$ cat src/rtl/pn_token_tx_pkg.sv
// Shared definitions for the PN token transmitter: modes, opcodes, token layout, FSM states.
package pn_pkg;

  typedef enum logic [1:0] {
    PRE_SORT_DESC = 2'd0,
    POST_SORT_ASC = 2'd1,
    PRE_STACK     = 2'd2,
    POST_STACK    = 2'd3
  } pn_mode_e;

  typedef enum logic [2:0] {
    ADD     = 3'd0,
    SUB     = 3'd1,
    MUL     = 3'd2,
    ABS_ADD = 3'd3
  } pn_opcode_e;

  localparam int unsigned PN_MAX_TOK = 12;
  localparam int unsigned PN_MAX_RES = 4;
  localparam int unsigned PN_TIMEOUT = 64;

  typedef struct packed {
    logic       op;
    logic [2:0] val;
  } pn_tok_t;

  // ST_CHECK is only reachable when the format checker is built in.
  typedef enum logic [2:0] {
    ST_IDLE    = 3'd0,
    ST_SEND    = 3'd1,
    ST_WAIT    = 3'd2,
    ST_COLLECT = 3'd3,
    ST_DONE    = 3'd4,
    ST_CHECK   = 3'd5
  } pn_state_e;

endpackage

$ cat src/rtl/pn_token_tx_if.sv
// Token/result bus between the transmitter (master) and the PN evaluator (slave).
interface pn_token_tx_if;
  logic               pn_in_valid;
  logic [1:0]         pn_mode;
  logic               pn_operator;
  logic [2:0]         pn_in;
  logic               pn_out_valid;
  logic signed [31:0] pn_out;

  modport master (
    output pn_in_valid, pn_mode, pn_operator, pn_in,
    input  pn_out_valid, pn_out
  );

  modport slave (
    input  pn_in_valid, pn_mode, pn_operator, pn_in,
    output pn_out_valid, pn_out
  );
endinterface

$ cat src/rtl/pn_token_tx_fmt_check.sv
// Combinational frame format checker; exists only in builds with PN_TX_CHECK_EN.
`ifdef PN_TX_CHECK_EN
module pn_fmt_check
  import pn_pkg::*;
#(
  parameter int unsigned MAX_TOK = PN_MAX_TOK
) (
  input  pn_tok_t [MAX_TOK-1:0] toks_i,
  input  logic [3:0]            count_i,
  input  logic [1:0]            mode_i,
  output logic                  ok_o
);

  logic        exp_op;
  logic [3:0]  ix;
  int unsigned depth;

  always_comb begin
    ok_o   = 1'b1;
    exp_op = 1'b0;
    ix     = '0;
    depth  = 0;
    case (mode_i)
      PRE_SORT_DESC, POST_SORT_ASC: begin
        if (count_i % 4'd3 != 4'd0) ok_o = 1'b0;
        for (int unsigned i = 0; i < MAX_TOK; i++) begin
          ix = 4'(i);
          if (ix < count_i) begin
            exp_op = (mode_i == PRE_SORT_DESC) ? (i % 3 == 0) : (i % 3 == 2);
            if (toks_i[ix].op != exp_op) ok_o = 1'b0;
          end
        end
      end
      default: begin
        // Prefix scans right-to-left, postfix left-to-right; every operator is binary.
        for (int unsigned j = 0; j < MAX_TOK; j++) begin
          ix = (mode_i == PRE_STACK) ? 4'(MAX_TOK - 1 - j) : 4'(j);
          if (ix < count_i) begin
            if (!toks_i[ix].op) depth = depth + 1;
            else if (depth < 2) ok_o = 1'b0;
            else depth = depth - 1;
          end
        end
        if (depth != 1) ok_o = 1'b0;
      end
    endcase
  end

endmodule
`endif

$ cat src/rtl/pn_token_tx.sv
// PN token transmitter: buffers host tokens, streams a frame to the evaluator, forwards results.
// Optional build macro PN_TX_CHECK_EN adds a one-cycle frame format check before sending.
module pn_token_tx
  import pn_pkg::*;
#(
  parameter int unsigned MAX_TOK = PN_MAX_TOK,
  parameter int unsigned MAX_RES = PN_MAX_RES,
  parameter int unsigned TIMEOUT = PN_TIMEOUT
) (
  input  logic             clk,
  input  logic             rst_n,
  input  logic             wr_en,
  input  logic             wr_op,
  input  logic [2:0]       wr_val,
  input  logic             start,
  input  logic [1:0]       start_mode,
  output logic [3:0]       tok_count,
  output logic             busy,
  pn_token_tx_if.master    pn,
  output logic             res_valid,
  output logic [31:0]      res_data,
  output logic [1:0]       res_idx,
  output logic [2:0]       res_count,
  output logic             done,
  output logic             load_err,
  output logic             timeout_err,
  output logic             fmt_err
);

  localparam int unsigned TW        = (TIMEOUT > 1) ? $clog2(TIMEOUT) : 1;
  localparam logic [3:0]  MAX_TOK_C = 4'(MAX_TOK);
  localparam logic [2:0]  MAX_RES_C = 3'(MAX_RES);
  localparam logic [TW-1:0] TMO_LAST = TW'(TIMEOUT - 1);

  pn_state_e               state_q;
  pn_tok_t [MAX_TOK-1:0]   buf_q;
  logic [3:0]              tok_cnt_q;
  logic [3:0]              send_idx_q;
  logic [TW-1:0]           timer_q;
  logic [2:0]              beat_q;
  logic                    pv_q, pop_q;
  logic [2:0]              pin_q;
  logic [1:0]              pmode_q;
  logic                    res_valid_q;
  logic [31:0]             res_data_q;
  logic [1:0]              res_idx_q;
  logic [2:0]              res_count_q;
  logic                    done_q, load_err_q, timeout_err_q;

  pn_tok_t    new_tok, tok0;
  logic       wr_ok, start_ok;
  logic [3:0] tok_cnt_d, next_idx;

  always_comb begin
    new_tok   = '{op: wr_op, val: wr_val};
    wr_ok     = (state_q == ST_IDLE) && wr_en && (tok_cnt_q < MAX_TOK_C);
    tok_cnt_d = wr_ok ? tok_cnt_q + 4'd1 : tok_cnt_q;
    start_ok  = (state_q == ST_IDLE) && start && (tok_cnt_d != 4'd0);
    // A write in the start cycle into an empty buffer must become beat 0 directly.
    tok0      = (wr_ok && tok_cnt_q == 4'd0) ? new_tok : buf_q[0];
    next_idx  = send_idx_q + 4'd1;
  end

`ifdef PN_TX_CHECK_EN
  logic [1:0] mode_q;
  logic       fmt_ok;
  logic       fmt_err_q;

  pn_fmt_check #(.MAX_TOK(MAX_TOK)) u_fmt_check (
    .toks_i  (buf_q),
    .count_i (tok_cnt_q),
    .mode_i  (mode_q),
    .ok_o    (fmt_ok)
  );
  assign fmt_err = fmt_err_q;
`else
  assign fmt_err = 1'b0;
`endif

  always_ff @(posedge clk or negedge rst_n) begin
    if (!rst_n) begin
      state_q       <= ST_IDLE;
      buf_q         <= '0;
      tok_cnt_q     <= '0;
      send_idx_q    <= '0;
      timer_q       <= '0;
      beat_q        <= '0;
      pv_q          <= 1'b0;
      pop_q         <= 1'b0;
      pin_q         <= '0;
      pmode_q       <= '0;
      res_valid_q   <= 1'b0;
      res_data_q    <= '0;
      res_idx_q     <= '0;
      res_count_q   <= '0;
      done_q        <= 1'b0;
      load_err_q    <= 1'b0;
      timeout_err_q <= 1'b0;
`ifdef PN_TX_CHECK_EN
      mode_q        <= '0;
      fmt_err_q     <= 1'b0;
`endif
    end else begin
      done_q      <= 1'b0;
      res_valid_q <= 1'b0;
      if (wr_en && state_q != ST_IDLE) load_err_q <= 1'b1;

      case (state_q)
        ST_IDLE: begin
          if (wr_ok) begin
            buf_q[tok_cnt_q] <= new_tok;
            tok_cnt_q        <= tok_cnt_d;
          end else if (wr_en) begin
            load_err_q <= 1'b1;
          end
          if (start_ok) begin
            load_err_q    <= 1'b0;
            timeout_err_q <= 1'b0;
            res_count_q   <= '0;
`ifdef PN_TX_CHECK_EN
            fmt_err_q     <= 1'b0;
            mode_q        <= start_mode;
            state_q       <= ST_CHECK;
`else
            pv_q          <= 1'b1;
            pmode_q       <= start_mode;
            pop_q         <= tok0.op;
            pin_q         <= tok0.val;
            send_idx_q    <= '0;
            state_q       <= ST_SEND;
`endif
          end
        end

`ifdef PN_TX_CHECK_EN
        ST_CHECK: begin
          if (fmt_ok) begin
            pv_q       <= 1'b1;
            pmode_q    <= mode_q;
            pop_q      <= buf_q[0].op;
            pin_q      <= buf_q[0].val;
            send_idx_q <= '0;
            state_q    <= ST_SEND;
          end else begin
            fmt_err_q <= 1'b1;
            done_q    <= 1'b1;
            tok_cnt_q <= '0;
            state_q   <= ST_DONE;
          end
        end
`endif

        ST_SEND: begin
          if (next_idx < tok_cnt_q) begin
            pop_q      <= buf_q[next_idx].op;
            pin_q      <= buf_q[next_idx].val;
            send_idx_q <= next_idx;
          end else begin
            pv_q    <= 1'b0;
            pmode_q <= '0;
            pop_q   <= 1'b0;
            pin_q   <= '0;
            timer_q <= '0;
            state_q <= ST_WAIT;
          end
        end

        ST_WAIT: begin
          if (pn.pn_out_valid) begin
            res_valid_q <= 1'b1;
            res_data_q  <= pn.pn_out;
            res_idx_q   <= '0;
            res_count_q <= 3'd1;
            beat_q      <= 3'd1;
            state_q     <= ST_COLLECT;
          end else if (timer_q == TMO_LAST) begin
            timeout_err_q <= 1'b1;
            done_q        <= 1'b1;
            tok_cnt_q     <= '0;
            state_q       <= ST_DONE;
          end else begin
            timer_q <= timer_q + 1'b1;
          end
        end

        ST_COLLECT: begin
          if (pn.pn_out_valid) begin
            if (beat_q < MAX_RES_C) begin
              res_valid_q <= 1'b1;
              res_data_q  <= pn.pn_out;
              res_idx_q   <= beat_q[1:0];
              res_count_q <= beat_q + 3'd1;
              beat_q      <= beat_q + 3'd1;
            end
          end else begin
            done_q    <= 1'b1;
            tok_cnt_q <= '0;
            state_q   <= ST_DONE;
          end
        end

        ST_DONE: state_q <= ST_IDLE;

        default: state_q <= ST_IDLE;
      endcase
    end
  end

  assign tok_count      = tok_cnt_q;
  assign busy           = (state_q != ST_IDLE);
  assign pn.pn_in_valid = pv_q;
  assign pn.pn_mode     = pmode_q;
  assign pn.pn_operator = pop_q;
  assign pn.pn_in       = pin_q;
  assign res_valid      = res_valid_q;
  assign res_data       = res_data_q;
  assign res_idx        = res_idx_q;
  assign res_count      = res_count_q;
  assign done           = done_q;
  assign load_err       = load_err_q;
  assign timeout_err    = timeout_err_q;

endmodule
$ cat src/flat_wrapper.sv
// flat-port wrapper written by rule: the top's interface ports become plain ports
module pn_token_tx_flat import pn_pkg::*;
#(
  parameter int unsigned MAX_TOK = PN_MAX_TOK,
  parameter int unsigned MAX_RES = PN_MAX_RES,
  parameter int unsigned TIMEOUT = PN_TIMEOUT
)
  (clk, rst_n, wr_en, wr_op, wr_val, start, start_mode, tok_count, busy, res_valid, res_data, res_idx, res_count, done, load_err, timeout_err, fmt_err, pn_pn_in_valid, pn_pn_mode, pn_pn_operator, pn_pn_in, pn_pn_out_valid, pn_pn_out);
  pn_token_tx_if pn_i ();
  input  logic clk;
  input  logic rst_n;
  input  logic wr_en;
  input  logic wr_op;
  input  logic [2:0] wr_val;
  input  logic start;
  input  logic [1:0] start_mode;
  output logic [3:0] tok_count;
  output logic busy;
  output logic res_valid;
  output logic [31:0] res_data;
  output logic [1:0] res_idx;
  output logic [2:0] res_count;
  output logic done;
  output logic load_err;
  output logic timeout_err;
  output logic fmt_err;
  output wire logic [$bits(pn_i.pn_in_valid)-1:0] pn_pn_in_valid;
  output wire logic [$bits(pn_i.pn_mode)-1:0] pn_pn_mode;
  output wire logic [$bits(pn_i.pn_operator)-1:0] pn_pn_operator;
  output wire logic [$bits(pn_i.pn_in)-1:0] pn_pn_in;
  input wire logic [$bits(pn_i.pn_out_valid)-1:0] pn_pn_out_valid;
  input wire logic [$bits(pn_i.pn_out)-1:0] pn_pn_out;
  assign pn_pn_in_valid = pn_i.pn_in_valid;
  assign pn_pn_mode = pn_i.pn_mode;
  assign pn_pn_operator = pn_i.pn_operator;
  assign pn_pn_in = pn_i.pn_in;
  assign pn_i.pn_out_valid = pn_pn_out_valid;
  assign pn_i.pn_out = pn_pn_out;
  pn_token_tx #(.MAX_TOK(MAX_TOK), .MAX_RES(MAX_RES), .TIMEOUT(TIMEOUT)) u_core (.clk(clk), .rst_n(rst_n), .wr_en(wr_en), .wr_op(wr_op), .wr_val(wr_val), .start(start), .start_mode(start_mode), .tok_count(tok_count), .busy(busy), .pn(pn_i), .res_valid(res_valid), .res_data(res_data), .res_idx(res_idx), .res_count(res_count), .done(done), .load_err(load_err), .timeout_err(timeout_err), .fmt_err(fmt_err));
endmodule
$ cat config.mk
export PLATFORM = sky130hd
export DESIGN_NAME = pn_token_tx_flat
export DESIGN_NICKNAME = d
export VERILOG_FILES = /design/src/rtl/pn_token_tx_pkg.sv /design/src/rtl/pn_token_tx_if.sv /design/src/rtl/pn_token_tx_fmt_check.sv /design/src/rtl/pn_token_tx.sv /design/src/flat_wrapper.sv
export SDC_FILE = /design/constraint.sdc
export NUM_CORES = 1
export LEC_CHECK = 0
export BUFFER_PORTS_ARGS = -buffer_cell sky130_fd_sc_hd__buf_4
export CAP_MARGIN = 20
export CORE_MARGIN = 2
export CORE_UTILIZATION = 30
export DETAILED_ROUTE_END_ITERATION = 8
export PLACE_DENSITY = 0.51
export SETUP_SLACK_MARGIN = 0.02
export SLEW_MARGIN = 25
export SYNTH_ARGS = -nofsm -noshare
export SYNTH_HDL_FRONTEND = slang
export SYNTH_SLANG_ARGS = --single-unit
$ cat constraint.sdc
create_clock -name clk -period 5.9 [get_ports clk]
set_input_delay 0.295 -clock clk [delete_from_list [all_inputs] [get_ports clk]]
set_output_delay 0.295 -clock clk [all_outputs]
set_load 0.005 [all_outputs]
# Word level (Yosys, flattened, before mapping)
# Cells that the tools add are included.
# totals
inputBits	43
word_cells	160
out_inout_bits	54
ff_bits	116
# classes
n_eq_ne	16
mux	68
n_reduce_logical	26
order_cmp	6
addsub	4
# ops
op	n
32-bit two-way mux	3
32-bit case mux with 2 select lines	1
48-bit bitwise mux	1
4-bit two-way mux	10
3-bit two-way mux	11
1-bit two-way mux	18
6-bit two-way mux	3
4-bit binary-select mux with 4-bit select	1
4-bit demux with 4-bit select	1
4-bit AND reduction	4
2-bit != test (second input constant)	6
3-bit case mux with 2 select lines	2
3-bit case mux with 4 select lines	1
4-bit case mux with 3 select lines	1
6-bit case mux with 2 select lines	1
4-bit by 5-bit less-than comparator with 1-bit output (second input constant)	2
2-bit two-way mux	5
2-bit by 1-bit != test with 1-bit output (second input constant)	5
1-bit case mux with 2 select lines	5
5-bit AND reduction	2
3-bit case mux with 3 select lines	1
4-bit by 1-bit adder with 4-bit output (second input constant)	2
2-bit case mux with 2 select lines	2
4-bit case mux with 2 select lines	1
other kinds (18)	31

# Longest topological paths before layout
# Gate-level depths: netlist of the first run.
# depth
depth_word	8
mapped_depth	10
depth_no_buf	9

# Worst setup path after synthesis of the first run
# OpenSTA, ideal clock, no wires.
# synth_path
path_kind	register to register
start	register u_core.send_idx_q[0]
end	register u_core.timer_q[5]
n_path_buf	1
stages_incl_launch_ff	11
required_ns	5.775
arrival_ns	2.715
path_slack_ns	3.060
path_cell_list	dfrtp_1 -> buf_2 -> nand3_1 -> xor2_1 -> inv_1 -> ha_1 -> o21ai_0 -> a22o_1 -> a211o_1 -> nor3_1 -> mux2_2
# synth_between
elab_chain_len	4
# synth_lines
item	line	rtl
start: declaration	pn_token_tx.sv:38	logic [3:0] send_idx_q;
start signal: assignment	pn_token_tx.sv:157	send_idx_q <= next_idx;
4-bit by 1-bit adder with 4-bit output	pn_token_tx.sv:61	next_idx = send_idx_q + 4'd1;
4-bit less-than comparator	pn_token_tx.sv:154	if (next_idx < tok_cnt_q) begin
2-bit != test (no source line)	n/a	
4-bit AND reduction (no source line)	n/a	
end signal: assignment	pn_token_tx.sv:182	timer_q <= timer_q + 1'b1;
end: declaration	pn_token_tx.sv:39	logic [TW-1:0] timer_q;
# No other way between the ends.
# A chain may end at the register's enable or synchronous reset.

# Worst setup path in the final report of the first run
# Same ends and word-level chain as after synthesis.

==> metrics.yaml, run 1 <==
global_routing:
  grt_pass1_wl_mm: 21.92
  gr-usage-all-layers_pct: 14.75
  grt_max_degree: 63
  grt_overflow_total: 0
  grt_pass1_vias: 4076
  grt_antenna_before_repair: 0
floorplan:
  die_area_um2: 19160
  rows: 49
  initial_core_util_pct: 30.38
  ios: 97
  core_area_um2: 17840
  die_h_um: 138.4
  fp.dieW_um: 138.4
power:
  vdd_drop_max_v: 0.0002432
  switching_share_pct: 32.76
  pwr-share-seq_pct: 36.2
  power.switching_mw: 1.216
  p_leak_nw: 3.197
  power_density_nw_per_um2: 535.6
  clkPwrFrac_pct: 28.0
  pwr-share-comb_pct: 35.8
  power_mw: 3.712
  p_int_mw: 2.496
synth:
  synthesis.area_um2: 5420
  synth-xor-area-share_pct: 0.3232
  syn-num-nets: 479
  synth_edf_count: 0
  seq_area_frac_synth_pct: 53.55
  synth_top_family_by_area: "multiplexers"
  synth_compound_area_share_pct: 8.703
  synthCells: 426
  synth_ff_type: "dfrtp_1"
  async_flop_share_pct: 100.0
  ys.warnings.count: 0
  synth-seq-cells: 116
  synthAdderAreaFrac_pct: 2.308
  ys_types: 55
  syn_area_per_cell_um2: 12.72
  synthSimpleGateAreaFrac_pct: 9.003
  synth_mux_area_share_pct: 22.92
timing:
  min_period_ns: 3.406
  finalHoldWorstSlack_ns: 0.08634
  setup_viol: 0
  max_freq_ghz: 0.2936
  slew_headroom_pct: 42.42
  fin_crit_sh_pct: 57.73
  drv_slew: 0
  rsz0062_at_grt: "false"
  fin_skew_ns: 0.007341
  worstMarginPinSlew_ns: 0.8608
  final-hold-violation-count: 0
  tns_ns: 0
hold_path:
  hp-start: "pn_pn_out_valid"
  whs_path_depth: 2
  min_path_type: "in2reg"
  holdPathEnd: "u_core.state_q[2]"
cts:
  cts-root-buf: "clkbuf_16"
  cts_tree: "built"
  clkSlewWorstSetupHoldPaths_ns: 0.06
  clockBufferDepth: 2
  clkSinkCount: 116
  postCtsSetupBuffers: 0
  insertion_delay_ns: 0.42
  cts_buffers: 17
  post_cts_resize_count: 0
  htree_levels: 4
critical_path:
  critPathKind: "reg2reg"
  crit_start: "u_core.send_idx_q[0]"
  cp-start-kind: "register"
  r2r-start: "u_core.send_idx_q[0]"
  cp_slowest_stage_delay_ns: 0.71
  critPathSlowestCell: "xor2_1"
  reg2reg_depth: 9
  reg2reg_slack_ns: 2.49
  critical_path.cell_chain: "nand3_1 -> xor2_1 -> inv_1 -> ha_1 -> o21ai_0 -> a22o_1 -> a211o_1 -> nor3_1 -> mux2_2"
  cp_max_fo: 17
  crit_required_ns: 6.20
  r2r-end: "u_core.timer_q[5]"
  cp.arrival_ns: 3.71
  endpoint_kind: "register"
placed_design:
  placed_cells: 731
  hpwl_mm: 9.576
  gp_congestion: 0.8075
  io_buffers: 95
route:
  ant_nets: 0
  drcViolationCount: 0
  routed-via-count: 3783
  routed_wl_mm: 13.45
  firstDrtPassIters: 4
  drt_iter0_markers: 219
  viasPerCell: 4.952
  detail_route.wl_per_cell_um: 17.60
run_status:
  status: "completed"
layout:
  fin_nets: 575
  fillers: 1726
  drive_gt1_share_pct: 42.80
  layout_commonest_cell: "dfrtp_1"
  area_growth_pct: 27.89
  antenna_cells: 0
  layout_common_cells: "dfrtp_1 (115), buf_4 (98), mux2_2 (81)"
  stdcell_count: 764
job:
  maxCapViolations: 0
==> repair_timing <==
action	in CTS	in global routing
setup endpoints to repair	0	0
hold endpoints to repair	61	0
hold buffers	1	0
==> power groups by stage <==
stage	combinational (mW)	clock (mW)	sequential, mW
2_1_floorplan	0.892	0	1.26
3_3_place_gp	1.31	0	1.35
3_5_place_dp	1.34	0	1.35
4_1_cts	1.35	1.07	1.35
5_1_grt	1.46	1.11	1.39
6_report	1.33	1.04	1.35
==> metal layers <==
layer,part of all wire (%),vias to the layer above,global-route usage (%)
li1,-,1761,-
met4,2.4,0,7.304
met3,3.7,26,3.776
met1,43,1913,18.50
met5,0,-,0
met2,51,83,23.76
==> cells by family after synthesis <==
kind of cell             Yosys count
flip-flops                       116
multiplexers                      99
AND/OR/NAND/NOR                   95
AO/OA/AOI/OAI                     67
buffers and inverters             36
adder cells (fa/ha/maj)           10
XOR/XNOR                           2
other                              1
==> cells in the mapped netlist, types with 2 or more instances <==
cell / instances / area, µm²
a21oi_1: 10 / 50.05
a22o_1: 3 / 26.28
a22oi_1: 2 / 15.01
a32o_1: 2 / 20.02
buf_2: 6 / 30.03
buf_6: 3 / 33.78
clkbuf_1: 12 / 45.04
dfrtp_1: 116 / 2903
ha_1: 10 / 125.1
inv_1: 14 / 52.55
mux2_2: 81 / 912.1
mux2i_1: 6 / 60.06
mux4_2: 12 / 270.3
nand2_1: 31 / 116.4
nand2b_1: 2 / 12.51
nand3_1: 15 / 75.07
nand3b_1: 3 / 22.52
nand4_1: 5 / 31.28
nor2_1: 17 / 63.81
nor3_1: 8 / 40.04
nor4_1: 2 / 12.51
o211ai_1: 4 / 30.03
o21ai_0: 17 / 85.08
o22a_1: 5 / 43.79
o22ai_1: 6 / 37.54
o311ai_0: 2 / 17.52
o31a_1: 4 / 35.03
==> through the flow <==
stage	cell area [µm²]	setup WS (ns)	utilization, %
CTS	6930	2.132	38.85
global placement	6326	2.293	35.46
detailed placement	6326	2.142	35.46
floorplan	5420	3.060	-
global route	6932	2.065	38.85
finish	6932	2.494	38.85
==> worst max-delay path, delay by kind of cell, from the launching register on <==
family	cells	cell delay [ns]
mux	1	0.35
xor+xnor	1	0.71
simple gates	2	0.36
fa+ha+maj	1	0.30
flops	1	0.69
compound gates	3	0.77
buf+inv	1	0.10
==> state kept, by name (all words and copies together), names as in the netlist, 2 cells and up <==
name,count
u_core.res_count,3
u_core.state_q,3
u_core.timer_q,6
u_core.beat_q,3
u_core.pn.pn_in,3
u_core.pn.pn_mode,2
u_core.tok_count,4
u_core.send_idx_q,4
u_core.res_idx,2
u_core.res_data,32
u_core.buf_q,48
==> cell type report <==
type	count	area [µm²]	area share [%]
flip-flops and latches	116	2904	41.90
multi-input cells	274	2349	33.88
repair buffers	99	745.7	10.76
clock buffers	22	464.2	6.697
well taps	229	286.5	4.134
clock inverters	10	130.1	1.877
inverters	14	52.55	0.7581
==> worst max path at each step <==
stage                        endpoint  slack (ns)  cells after the start
global placement    u_core.timer_q[5]        2.29                      9
floorplan           u_core.timer_q[5]        3.06                     10
global route        u_core.state_q[0]        2.06                      9
detailed placement  u_core.timer_q[2]        2.14                      9
finish              u_core.timer_q[5]        2.49                      9
CTS                 u_core.timer_q[5]        2.13                      9
Note: power is estimated with default switching activity, not from simulation.
==> run 2, diff against run 1 <==
- PLACE_DENSITY: 0.51 -> 0.53
- clock period: 5.9 -> 2.8 ns (I/O delays scaled with it)
==> run 2 against run 1 <==
Effect of this change:
- sequential power increased by 100%
- count of clock-buffer cells in the layout increased by 2
- non-clock buffer count increased by 45
- register-to-register slack got worse by 2.2 ns
- worst hold slack got worse by 0.028 ns
- power increased by 110%
- critical endpoint unchanged
- largest power group is now combinational logic
==> metrics.yaml, run 2 (synthesized netlist as in run 1, its figures left out) <==
cts:
  cts_tree: "built"
  insertion_delay_ns: 0.41
  cts_buffers: 17
  postCtsSetupBuffers: 0
  clkSlewWorstSetupHoldPaths_ns: 0.05
  htree_levels: 4
  cts-root-buf: "clkbuf_16"
  clockBufferDepth: 2
  clkSinkCount: 116
floorplan:
  rows: 49
  die_h_um: 138.4
  core_area_um2: 17840
  ios: 97
  initial_core_util_pct: 30.38
  fp.dieW_um: 138.4
  die_area_um2: 19160
placed_design:
  io_buffers: 95
  placed_cells: 742
  gp_congestion: 0.7779
  placed_cell_area_um2: 6416
  hpwl_mm: 9.467
critical_path:
  r2r-start: "u_core.send_idx_q[0]"
  cp_slowest_stage_delay_ns: 0.40
  crit_family: "compound AO/OA/AOI/OAI gates"
  critPathBufInv: 1
  r2r-end: "u_core.timer_q[5]"
  crit_required_ns: 3.09
  critPathSlowestCell: "dfrtp_1"
  reg2reg_depth: 9
  cp-start-kind: "register"
  cp.arrival_ns: 2.84
  critPathKind: "reg2reg"
  endpoint_kind: "register"
  reg2reg_slack_ns: 0.25
  path_common_cell: "ha_1"
  critical_path.cell_chain: "ha_1 -> xnor2_1 -> inv_1 -> ha_1 -> o21ai_0 -> a22o_1 -> a211o_1 -> nor3_1 -> mux2_2"
  cp_max_fo: 4
global_routing:
  grt_pass1_wl_mm: 22.12
  gr-usage-met1_pct: 18.17
  grt_antenna_before_repair: 0
  grt_max_degree: 51
  grt.met2_usage_pct: 24.78
  gr-max-usage-layer: "met2"
  grt_overflow_total: 0
  gr-usage-all-layers_pct: 14.78
  use_met3_pct: 4.087
  grt_pass1_vias: 4144
layout:
  fin_nets: 620
  fillers: 1699
  layout_common_cells: "dfrtp_1 (116), buf_4 (109), mux2_2 (81)"
  antenna_cells: 0
  drive_gt1_share_pct: 41.25
  regMostFlops: "u_core.buf_q"
  largest_reg_flops: 48
  stdcell_count: 806
  layout_commonest_cell: "dfrtp_1"
  postLayoutCellArea_um2: 7318
  area_growth_pct: 35.02
route:
  drt_iter0_markers: 169
  drcViolationCount: 0
  routed_wl_mm: 13.54
  firstDrtPassIters: 4
  detail_route.wl_per_cell_um: 16.79
  routed-via-count: 3979
  ant_nets: 0
  viasPerCell: 4.937
hold_path:
  hp-start: "start"
  min_path_type: "in2reg"
  whs_path_depth: 3
  holdPathEnd: "u_core.state_q[0]"
timing:
  drv_slew: 0
  min_period_ns: 2.555
  setup_viol: 0
  fin_crit_sh_pct: 91.24
  final-hold-violation-count: 0
  slew_headroom_pct: 56.74
  tns_ns: 0
  fin_skew_ns: 0.007791
  finalHoldWorstSlack_ns: 0.05799
  worstMarginPinSlew_ns: 0.6489
  rsz0062_at_grt: "false"
  max_freq_ghz: 0.3914
job:
  maxCapViolations: 0
run_status:
  status: "completed"
power:
  vdd_drop_max_v: 0.0006929
  p_leak_nw: 3.383
  power_density_nw_per_um2: 1068
## run 2: cell count changes in the layout (fill, tap and decap cells not counted), sizes merged
cell | previous run | this run
bufinv | 3 | 1
buf | 98 | 109
clkbuf | 22 | 24
clkinvlp | 2 | 0
dlygate4sd3 | 1 | 35
clkinv | 5 | 4
## run 2: layout make-up
cell class / count / area, µm² / share of cell area (%)
flip-flops and latches: 116 / 2903 / 39.66
well taps: 229 / 286.5 / 3.915
inverters: 14 / 52.55 / 0.7181
repair buffers: 144 / 1169 / 15.97
clock inverters: 5 / 50.05 / 0.6839
clock buffers: 24 / 501.7 / 6.856
multi-input cells: 274 / 2356 / 32.19
## run 2: worst max-delay path by stage
stage,from,to,cells after the start
finish,u_core.send_idx_q[0],u_core.timer_q[5],9
floorplan,u_core.send_idx_q[0],u_core.timer_q[5],10
detailed placement,u_core.send_idx_q[0],u_core.timer_q[5],9
CTS,u_core.send_idx_q[0],u_core.timer_q[5],9
global placement,u_core.send_idx_q[0],u_core.timer_q[5],9
global route,u_core.send_idx_q[0],u_core.pn.pn_mode[0],10
## run 2: layer usage
metal	wire length, µm	up-vias	part of all wire, %
met1	5855	2042	43
met4	239	0	1.8
li1	-	1849	-
met3	402	20	3.0
met5	0	-	0
met2	7038	68	52
## run 2: where the power goes
part	internal [mW]	switching, mW	leakage, nW
clock network	1.31	0.705	0.278
registers	2.32	0.422	1.48
logic	1.63	1.42	1.62
total	5.27	2.55	3.38
## run 2: through the flow
step           power [mW]  setup slack (ns)  utilization, %
6_report            7.815            0.2453           41.02
5_1_grt             8.327            0.1078           41.02
4_1_cts             7.901            0.2292           41.02
3_5_place_dp        5.793            0.2452           35.96
3_3_place_gp        5.719            0.3466           35.96
2_1_floorplan       4.542            0.1320               -
## run 2: tightest hold or removal path, stage by stage
cell	delay, ns
buf_4	0.13
nand2_1	0.09
a21oi_1	0.07
## run 2: repair_timing
| item | in CTS | in global routing |
|---|---|---|
| resized for setup | 0 | 0 |
| hold buffers | 35 | 0 |
| endpoints found under the hold margin | 82 | 0 |
==> run 3, diff against run 2 <==
- CORE_UTILIZATION: 30 -> 45
- PLACE_DENSITY: 0.53 -> 0.72
==> run 3 against run 2 <==
Effect of this change:
- global-route usage up 8.0 points
- clock skew rose by 0.0028 ns
- largest cell class unchanged
- power grew 3.7%
- wire length grew 3.6%
- utilization is 20 points higher
- highest routed layer unchanged
- critical path depth unchanged
- register-to-register slack about the same
- sequential cell count stayed put
- final cell count down 9.8%
- setup slack lost 0.012 ns
- first-iteration DRC count grew 110%
==> metrics.yaml, run 3 (synthesized netlist as in run 1, its figures left out) <==
route:
  dr.max_layer_used: "met4"
  firstDrtPassIters: 4
  wl_met2_mm: 7.380
  m1WireLength_mm: 5.792
  drt_iter0_markers: 361
  detail_route.wl_per_cell_um: 19.29
  routed_wl_mm: 14.02
  ant_nets: 0
  drcViolationCount: 0
  met3_length_um: 541
  viasPerCell: 5.633
  routed-via-count: 4095
critical_path:
  crit_start: "u_core.send_idx_q[0]"
  r2r-end: "u_core.timer_q[5]"
  critPathKind: "reg2reg"
  endpoint_kind: "register"
  reg2reg_slack_ns: 0.23
  crit_required_ns: 3.10
  cp.arrival_ns: 2.87
  cp-endpoint: "u_core.timer_q[5]"
  r2r-start: "u_core.send_idx_q[0]"
  cp_max_fo: 4
  cp-start-kind: "register"
  reg2reg_depth: 9
timing:
  drv_slew: 0
  min_period_ns: 2.567
  setup_viol: 0
  tns_ns: 0
  max_freq_ghz: 0.3896
  final-hold-violation-count: 0
  rsz0062_at_grt: "false"
  fin_skew_ns: 0.01057
  fin_crit_sh_pct: 91.67
global_routing:
  grt_pass1_vias: 4335
  grt_overflow_total: 0
  grt_pass1_wl_mm: 22.50
  gr-usage-all-layers_pct: 22.80
  grt_antenna_before_repair: 1
  grt_max_degree: 84
layout:
  fillers: 907
  fin_util_pct: 61.34
  largest_reg_flops: 48
  seq_area_um2: 2903
  area_growth_pct: 34.23
  layout_common_cells: "dfrtp_1 (116), buf_4 (107), mux2_2 (81)"
  layout_commonest_cell: "dfrtp_1"
  fin_nets: 618
  drive_gt1_share_pct: 41.70
  regMostFlops: "u_core.buf_q"
  multi_input_comb_area_um2: 2356
floorplan:
  die_area_um2: 12940
  initial_core_util_pct: 45.70
  ios: 97
  core_area_um2: 11860
  die_h_um: 113.8
  fp.dieW_um: 113.8
  rows: 40
cts:
  cts-root-buf: "clkbuf_16"
  insertion_delay_ns: 0.42
  clkSlewWorstSetupHoldPaths_ns: 0.05
  clkSinkCount: 116
  clockBufferDepth: 2
  htree_levels: 4
  cts_tree: "built"
  postCtsSetupBuffers: 0
  cts_buffers: 17
power:
  vdd_drop_max_v: 0.0004999
  p_leak_nw: 3.406
  power_density_nw_per_um2: 1114
hold_path:
  min_path_type: "in2reg"
placed_design:
  gp_congestion: 0.8676
  hpwl_mm: 8.795
  io_buffers: 95
run_status:
  status: "completed"
job:
  maxCapViolations: 0
[run 3: cell count changes in the layout (fill, tap and decap cells not counted), sizes merged]
cell         previous run  this run
clkbuf                 24        22
clkinv                  4         6
bufinv                  1         3
buf                   109       108
diode                   0         2
clkinvlp                0         1
dlygate4sd3            35        34
[run 3: metal layers]
layer / vias up / track usage (%)
li1: 1849 / -
met1: 2102 / 28.12
met2: 114 / 38.44
met3: 30 / 6.429
met4: 0 / 8.537
met5: - / 0
[run 3: area by class of cell]
cell class	count	area share, %
multi-input cells	274	32.38
well taps	147	2.528
flip-flops and latches	116	39.90
inverters	14	0.7223
diodes	2	0.06879
clock buffers	22	6.655
clock inverters	10	1.754
repair buffers	142	15.99
[run 3: repair_timing]
action,in CTS,in global routing
endpoints found under the setup margin,0,1
hold endpoints to repair,67,0
gates resized for setup,0,1
hold buffers,34,0
[run 3: metrics by stage]
stage                     std cells  total power, mW  hold slack, ns  setup WS, ns  area (µm²)
after global routing            726            8.558         0.04834       0.08739        7273
after CTS                       725            8.068         0.01987        0.2364        7271
final                           727            8.104         0.03099        0.2334        7276
after floorplan                 426            4.542         -0.1556        0.1320        5428
after global placement          659            5.636          0.1199        0.3683        6319
after detailed placement        659            5.759          0.1296        0.2601        6319
[run 3: how the worst min path moves through the flow]
stage	startpoint	to	cells past startpoint
2_1_floorplan	rst_n	u_core.beat_q[0]	0
3_3_place_gp	rst_n	u_core.buf_q[12]	1
3_5_place_dp	rst_n	u_core.res_data[14]	1
4_1_cts	wr_en	u_core.load_err	3
5_1_grt	wr_en	u_core.load_err	3
6_report	wr_en	u_core.load_err	3
[run 3: worst max-delay path: stages (launching register included)]
cell     delay (ns)
dfrtp_1        0.41
ha_1           0.24
xnor2_1        0.23
inv_1          0.08
ha_1           0.28
o21ai_1        0.09
a22o_1         0.20
a211o_1        0.33
nor3_1         0.22
mux2_2         0.36
[run 3: power by group]
part | switching, mW | internal [mW] | total [mW]
Sequential | 0.439 | 2.32 | 2.76
Clock | 0.752 | 1.48 | 2.23
Combinational | 1.48 | 1.64 | 3.11
